==> config.mk <==
export PLATFORM = sky130hd
export DESIGN_NAME = cselect_pipe_addsub
export DESIGN_NICKNAME = d
export VERILOG_FILES = /design/src/rtl/adder_pkg.sv /design/src/rtl/cselect_slice.sv /design/src/rtl/cselect_pipe_addsub.sv
export SDC_FILE = /design/constraint.sdc
export NUM_CORES = 1
export LEC_CHECK = 0
export ABC_AREA = 1
export BUFFER_PORTS_ARGS = -buffer_cell sky130_fd_sc_hd__buf_2
export CAP_MARGIN = 25
export CORE_AREA = 2 2 137 166
export DETAILED_ROUTE_END_ITERATION = 6
export DIE_AREA = 0 0 139 168
export GPL_TIMING_DRIVEN = 0
export SYNTH_ARGS = -nofsm -noshare
export SYNTH_HDL_FRONTEND = slang
export SYNTH_HIERARCHICAL = 1
export SYNTH_SLANG_ARGS = --single-unit
==> constraint.sdc <==
create_clock -name clk -period 7.5 [get_ports clk]
set_input_delay 0.75 -clock clk [delete_from_list [all_inputs] [get_ports clk]]
set_output_delay 0.75 -clock clk [all_outputs]
set_load 0.01 [all_outputs]
==> src/rtl/adder_pkg.sv <==
// Shared helpers for the pipelined carry-select adder/subtractor.
package adder_pkg;

  // Pipeline depth (and result latency in cycles) for a W-bit adder built
  // from N-bit groups with K groups per register stage.
  function automatic int unsigned lat(input int unsigned w,
                                      input int unsigned n,
                                      input int unsigned k);
    return (w / n) / k;
  endfunction

  // True when the W/N/K combination can be built: N >= 2, W splits evenly
  // into groups, and the groups split evenly into at least one stage.
  function automatic bit params_ok(input int unsigned w,
                                   input int unsigned n,
                                   input int unsigned k);
    if (n < 2 || k < 1) return 1'b0;
    if (w % n != 0) return 1'b0;
    if ((w / n) % k != 0) return 1'b0;
    if ((w / n) / k < 1) return 1'b0;
    return 1'b1;
  endfunction

endpackage

==> src/rtl/cselect_slice.sv <==
// One N-bit carry-select group: two ripple adders precompute both carry
// assumptions, the real carry-in picks the result.
module cselect_slice #(
  parameter int unsigned N = 4
) (
  input  logic [N-1:0] a,
  input  logic [N-1:0] b,
  input  logic         ci,
  output logic [N-1:0] s,
  output logic         co
);

  logic [N:0]   w_c0;
  logic [N:0]   w_c1;
  logic [N-1:0] w_s0;
  logic [N-1:0] w_s1;

  assign w_c0[0] = 1'b0;
  assign w_c1[0] = 1'b1;

  // Full-adder ripple chains for carry-in 0 and carry-in 1
  for (genvar i = 0; i < N; i++) begin : g_fa
    assign w_s0[i]   = a[i] ^ b[i] ^ w_c0[i];
    assign w_c0[i+1] = (a[i] & b[i]) | (w_c0[i] & (a[i] ^ b[i]));
    assign w_s1[i]   = a[i] ^ b[i] ^ w_c1[i];
    assign w_c1[i+1] = (a[i] & b[i]) | (w_c1[i] & (a[i] ^ b[i]));
  end

  // Select on the group's real carry-in
  assign s  = ci ? w_s1    : w_s0;
  assign co = ci ? w_c1[N] : w_c0[N];

endmodule

==> src/rtl/cselect_pipe_addsub.sv <==
// Pipelined carry-select adder/subtractor with valid/ready on both sides.
// Each stage resolves K groups; operands travel as rotating words: the low
// K*N bits are consumed and the fresh sum bits are inserted at the top, so
// after the last stage the word is the complete sum and the operand MSBs
// needed for overflow are sitting in the last stage's low group.
module cselect_pipe_addsub
  import adder_pkg::*;
#(
  parameter int unsigned W = 32,
  parameter int unsigned N = 4,
  parameter int unsigned K = 2
) (
  input  logic         clk,
  input  logic         rst_n,
  input  logic         in_valid,
  output logic         in_ready,
  input  logic [W-1:0] a,
  input  logic [W-1:0] b,
  input  logic         cin,
  input  logic         sub,
  output logic         out_valid,
  input  logic         out_ready,
  output logic [W-1:0] sum,
  output logic         cout,
  output logic         ovf,
  output logic         zero
);

  localparam int unsigned L  = lat(W, N, K);
  localparam int unsigned GW = K * N;
  localparam int unsigned SR = (L > 1) ? L - 1 : 1;

  if (!params_ok(W, N, K)) begin : g_param_err
    $fatal(1, "cselect_pipe_addsub: illegal parameters W=%0d N=%0d K=%0d", W, N, K);
  end

  logic [W-1:0]  w_b_eff;
  logic          w_c0;
  logic          w_stall;

  logic [W-1:0]  w_xa [L];
  logic [W-1:0]  w_xb [L];
  logic          w_ci [L];
  logic [GW-1:0] w_s  [L];
  logic          w_co [L];
  logic [W-1:0]  w_ya [L];
  logic [W-1:0]  w_yb [SR];

  logic          r_vld [SR];
  logic [W-1:0]  r_a   [SR];
  logic [W-1:0]  r_b   [SR];
  logic          r_c   [SR];

  logic          w_fin_vld;
  logic          w_fin_ovf;
  logic          w_a_msb;
  logic          w_b_msb;

  logic          r_out_valid;
  logic [W-1:0]  r_sum;
  logic          r_cout;
  logic          r_ovf;
  logic          r_zero;

  // Operand prep: subtraction is A + ~B + 1, carry-in ignored
  assign w_b_eff = sub ? ~b : b;
  assign w_c0    = sub ? 1'b1 : cin;

  // Single global stall: everything freezes while the result is unaccepted
  assign w_stall  = r_out_valid & ~out_ready;
  assign in_ready = ~w_stall;

  // Per-stage carry-select groups and word rotation
  for (genvar j = 0; j < L; j++) begin : g_stage
    logic [K:0] w_gc;

    if (j == 0) begin : g_first
      assign w_xa[j] = a;
      assign w_xb[j] = w_b_eff;
      assign w_ci[j] = w_c0;
    end else begin : g_next
      assign w_xa[j] = r_a[j-1];
      assign w_xb[j] = r_b[j-1];
      assign w_ci[j] = r_c[j-1];
    end

    assign w_gc[0] = w_ci[j];

    for (genvar g = 0; g < K; g++) begin : g_grp
      cselect_slice #(.N(N)) u_slice (
        .a  (w_xa[j][g*N +: N]),
        .b  (w_xb[j][g*N +: N]),
        .ci (w_gc[g]),
        .s  (w_s[j][g*N +: N]),
        .co (w_gc[g+1])
      );
    end

    assign w_co[j] = w_gc[K];

    if (L > 1) begin : g_rot
      assign w_ya[j] = {w_s[j], w_xa[j][W-1:GW]};
    end else begin : g_flat
      assign w_ya[j] = w_s[j];
    end

    if (j < L - 1) begin : g_brot
      assign w_yb[j] = {w_xb[j][GW-1:0], w_xb[j][W-1:GW]};
    end
  end

  if (L > 1) begin : g_regs
    // Inter-stage valid, rotating operand words and registered carry
    always_ff @(posedge clk or negedge rst_n) begin
      if (!rst_n) begin
        for (int j = 0; j < SR; j++) begin
          r_vld[j] <= 1'b0;
          r_a[j]   <= '0;
          r_b[j]   <= '0;
          r_c[j]   <= 1'b0;
        end
      end else if (!w_stall) begin
        r_vld[0] <= in_valid;
        for (int j = 1; j < SR; j++) begin
          r_vld[j] <= r_vld[j-1];
        end
        for (int j = 0; j < SR; j++) begin
          r_a[j] <= w_ya[j];
          r_b[j] <= w_yb[j];
          r_c[j] <= w_co[j];
        end
      end
    end
    assign w_fin_vld = r_vld[SR-1];
  end else begin : g_noregs
    assign w_fin_vld = in_valid;
  end

  // Flags from the completed sum; operand MSBs sit at the top of the last group
  assign w_a_msb   = w_xa[L-1][GW-1];
  assign w_b_msb   = w_xb[L-1][GW-1];
  assign w_fin_ovf = (w_a_msb == w_b_msb) & (w_ya[L-1][W-1] != w_a_msb);

  // Output register stage
  always_ff @(posedge clk or negedge rst_n) begin
    if (!rst_n) begin
      r_out_valid <= 1'b0;
      r_sum       <= '0;
      r_cout      <= 1'b0;
      r_ovf       <= 1'b0;
      r_zero      <= 1'b0;
    end else if (!w_stall) begin
      r_out_valid <= w_fin_vld;
      r_sum       <= w_ya[L-1];
      r_cout      <= w_co[L-1];
      r_ovf       <= w_fin_ovf;
      r_zero      <= ~|w_ya[L-1];
    end
  end

  assign out_valid = r_out_valid;
  assign sum       = r_sum;
  assign cout      = r_cout;
  assign ovf       = r_ovf;
  assign zero      = r_zero;

endmodule

Yosys cells after proc, flatten, opt, wreduce, memory -nomap -nowiden

Cells that the tools add are included.

Reductions and logical operators: 2
Mux-type cells: 18
Bitwise logic cells: 229
Eq/ne operators: 2

Operators with widths:

| cell                | number |
|---|---|
| 1-bit bitwise AND   | 82 |
| 1-bit bitwise XOR   | 80 |
| 1-bit OR            | 56 |
| 32-bit two-way mux  | 1 |
| 4-bit two-way mux   | 8 |
| 32-bit inverter     | 1 |
| 32-bit OR reduction | 1 |
| 1-bit inverter      | 10 |
| 1-bit two-way mux   | 9 |
| 1-bit == test       | 1 |
| 1-bit logical NOT   | 1 |
| 1-bit != test       | 1 |

Register bits after elaboration: 186
Output and inout bits: 37
Input port bits: 70
Word-level logic and storage cells: 268

Logic depth before layout (Yosys ltp)

Depth after elaboration: 12
Depth in mapped cells: 23
Mapped depth without buffers: 23

Modules after synthesis

Netlist, hierarchy kept.

By module, submodules not included:

| module              | cells each | sequential area each (µm²) | times used | area each (µm²) |
|---|---|---|---|---|
| cselect_pipe_addsub | 796        | 4654.5                     | 1          | 7429.6 |
| cselect_slice       | 21         | 0.0                        | 8          | 145.1 |

Worst setup path after synthesis

OpenSTA, ideal clock, no wires.

Path kind: in2reg
Start point: in sub
End point: reg r_a[95] (netlist bit)
Setup time: 0.083 ns
Arrival time: 3.980 ns
Setup slack: 3.438 ns
Buffers on the path: 2
Required time: 7.417 ns
Stages: 22
Cells stage by stage: buf_4 buf_4 xor2_1 inv_1 ha_1 inv_1 nand2_1 nand2_1 fa_1 fa_1 inv_1 fa_1 inv_1 nand2_1 nand2_1 fa_1 fa_1 inv_1 fa_1 inv_1 nand2_1 o21ai_0

RTL lines:

| what                          | RTL line                   | text |
|---|---|---|
| start, declared               | cselect_pipe_addsub.sv:20  | `input logic sub,` |
| end signal, assigned by index | cselect_pipe_addsub.sv:128 | `r_a[j] <= w_ya[j];` |
| end, declared                 | cselect_pipe_addsub.sv:50  | `logic [W-1:0] r_a [SR];` |

==> impl_metrics.tcl <==
set metrics [dict create \
    status "complete, no violations" \
    cts_resized 0 \
    cts_buffers 17 \
    cts_root_buf "clkbuf_16" \
    portBuffers 105 \
    hpwl_um 13700 \
    max_freq_mhz 261 \
    ys_seq_elements 186 \
    critPathCaptureType "flip-flop" \
    holdBufCountCts 0 \
    worstMarginPinSlew_ns 0.783 \
    yosysWarnings 6 \
    placed_cell_area_mm2 0.00950 \
    path_cells "buf_4, buf_4, xor2_1, inv_1, ha_1, inv_1, nand2_1, nand2_1, fa_1, fa_1, inv_1, fa_1, inv_1, nand2_1, nand2_1, fa_1, fa_1, inv_1, fa_1, inv_1, nand2_1, o21ai_0" \
    dr_total_vias 6094 \
    grt_pass1_vias 6196 \
    viasPerCell 4.41 \
    synthCells 964 \
    syn_area_mm2 0.00859 \
    cts_tree "yes" \
    final_nets 1199 \
    critPathArrivalTime_ns 4.18 \
    post-cts-setup-buffer-count 0 \
    initial_core_util_pct 39.2 \
    grt_usage_pct 17.2 \
    ios 107 \
    drv_cap 0 \
    hold_viol 0 \
    min_path_type "primary input to asynchronous set/reset pin" \
    tns_ns 0 \
    synth.distinct_cells 23 \
    final_area_mm2 0.0101 \
    path_max_fanout 10 \
    ant_nets 0 \
    drive_gt1_share_pct 16.3 \
    num_rows 60 \
    grt_pass1_wl_um 31800 \
    numClockSinks 186 \
    slowest_stage "fa_1" \
    clock_path_buffers 2 \
    drtIter0Drc 319 \
    area_growth_pct 17.2 \
    die_w_um 139 \
    htreeDepth 4 \
    antenna_found_initial 0 \
    cellLeakagePower_uw 0.00542 \
    drt-total-wl_um 18700 \
    finalSetupViolations 0 \
    syn_nets 1074 \
    avgSynthCellArea_um2 8.91 \
    die_area_mm2 0.0234 \
    die_y_um 168 \
    overflow 0 \
    dr.pass1.iters 4 \
    clock_latency_ns 0.44 \
    avgRoutedWirePerCell_um 13.6 \
    start_kind "primary input" \
    core_area_mm2 0.0219 \
    power.density_mw_per_mm2 406 \
    slew_headroom_pct 47.8 \
    fin_skew_ns 0.0125 \
    synth_seq_area_share_pct 54.2 \
    cts.clk_slew.worst_paths_ns 0.07 \
    critPathKind "primary input to flip-flop" \
    drc 0 \
    finalCriticalPeriod_ns 3.83 \
    peakVddDrop_mv 0.193 \
    grt_start_max_net_pins 102 \
    place.gp.congestion 0.817 \
    required_ns 7.85 \
    slew_violations 0 \
    grt_setup_unrepaired "no" \
    finalCritPeriodShare_pct 51.1 \
    max_stage_delay_ns 0.40 \
    diodes 0 \
]
[critical path: cells and delay by family]
kind | cells | cell delay (ns)
compound gates | 1 | 0.07
fa+ha+maj | 7 | 2.16
xor+xnor | 1 | 0.19
buf+inv | 8 | 0.73
simple gates | 5 | 0.29
[layout make-up]
type / instances / area, um2
buffer: 44 / 354
clock buffer: 18 / 439
clock inverter: 14 / 128
fill: 2242 / 11900
inverter: 118 / 445
multi-input combinational: 616 / 3140
sequential: 186 / 4650
tap: 279 / 349
timing repair buffer: 106 / 563
[worst paths after layout]
check,from,end,depth (start not counted),slack (ns)
min in group clk,w_fin_vld$_DFFE_PN0N_,out_valid$_DFFE_PN0N_,2,0.46
worst min register to register,w_fin_vld$_DFFE_PN0N_,out_valid$_DFFE_PN0N_,2,0.46
worst max-delay path,sub,r_a[95]$_DFFE_PN0N_,22,3.67
max in group asynchronous,rst_n,sum[31]$_DFFE_PN0N_,2,6.27
worst min-delay path,rst_n,sum[22]$_DFFE_PN0N_,1,0.33
worst max register to register,r_a[0]$_DFFE_PN0N_,ovf$_DFFE_PN0N_,20,3.70
[layout by cell type (no fill, tap or decap)]
cell type	n
nand2_1	433
dfrtp_1	186
buf_2	116
inv_1	116
o21ai_0	65
xnor2_1	24
fa_1	24
buf_6	21
o21ai_1	21
clkbuf_16	17
ha_1	16
nor2_1	14
xor2_1	8
clkbuf_1	6
inv_6	5
buf_4	4
a21oi_1	3
nand3_1	3
inv_8	3
nand4_1	2
clkinvlp_4	2
clkinv_2	2
or2_2	1
inv_2	1
nand2_4	1
inv_4	1
clkbuf_2	1
o31ai_1	1
clkinv_8	1
clkinv_4	1
clkbuf_8	1
buf_8	1
buf_16	1
[per-layer routing]
| layer | vias up | GRT usage [%] | part of all wire, % |
|---|---|---|---|
| li1 | 3137 | - | - |
| met1 | 2846 | 22.9 | 47 |
| met2 | 94 | 28.7 | 48 |
| met3 | 17 | 3.41 | 3.5 |
| met4 | 0 | 5.23 | 1.2 |
| met5 | - | 0 | 0 |
[power breakdown]
part           leakage [uW]  internal (uW)  switching [uW]  total (uW)
combinational       0.00288            590             919        1510
clock              0.000277            447             418         865
sequential          0.00226           1440             267        1710
total               0.00542           2480            1600        4090
[cells by family after synthesis]
logic type | after synthesis | synth area share [%]
compound gates | 90 | 5.27
xor+xnor | 32 | 3.26
fa+ha+maj | 40 | 7.92
buf+inv | 162 | 9.31
flops | 186 | 54.2
simple gates | 454 | 20.1
[flip-flops by register name, summed over array words and instances, names as in the netlist]
signal        count
r_a              96
r_b              48
sum              32
g_stage.w_gc      3
r_vld             2
cout              1
out_valid         1
ovf               1
w_fin_vld         1
zero              1
[synth_stat cells (all sizes together)]
cell type	instances	area, um2
nand2	434	1640
or2	1	6.26
nor2	14	52.6
o21ai	86	430
fa	24	480
a21oi	3	15.0
xnor2	24	210
dfrtp	186	4650
nand3	3	15.0
ha	16	200
nand4	2	12.5
o31ai	1	7.51
clkbuf	7	27.5
inv	118	445
xor2	8	70.1
buf	37	327
[per-stage QoR]
stage	worst slack (ns)	hold WS [ns]	cells	total power, uW	utilization (%)
floorplan	3.44	0.420	964	2720	-
CTS	3.66	0.385	1381	4130	45.9
global placement	2.58	0.436	1348	3200	43.2
finish	3.67	0.328	1381	4090	45.9
detailed placement	3.22	0.440	1349	3260	43.4
global route	3.36	0.389	1381	4470	45.9
Note: power is estimated with default switching activity, not from simulation.
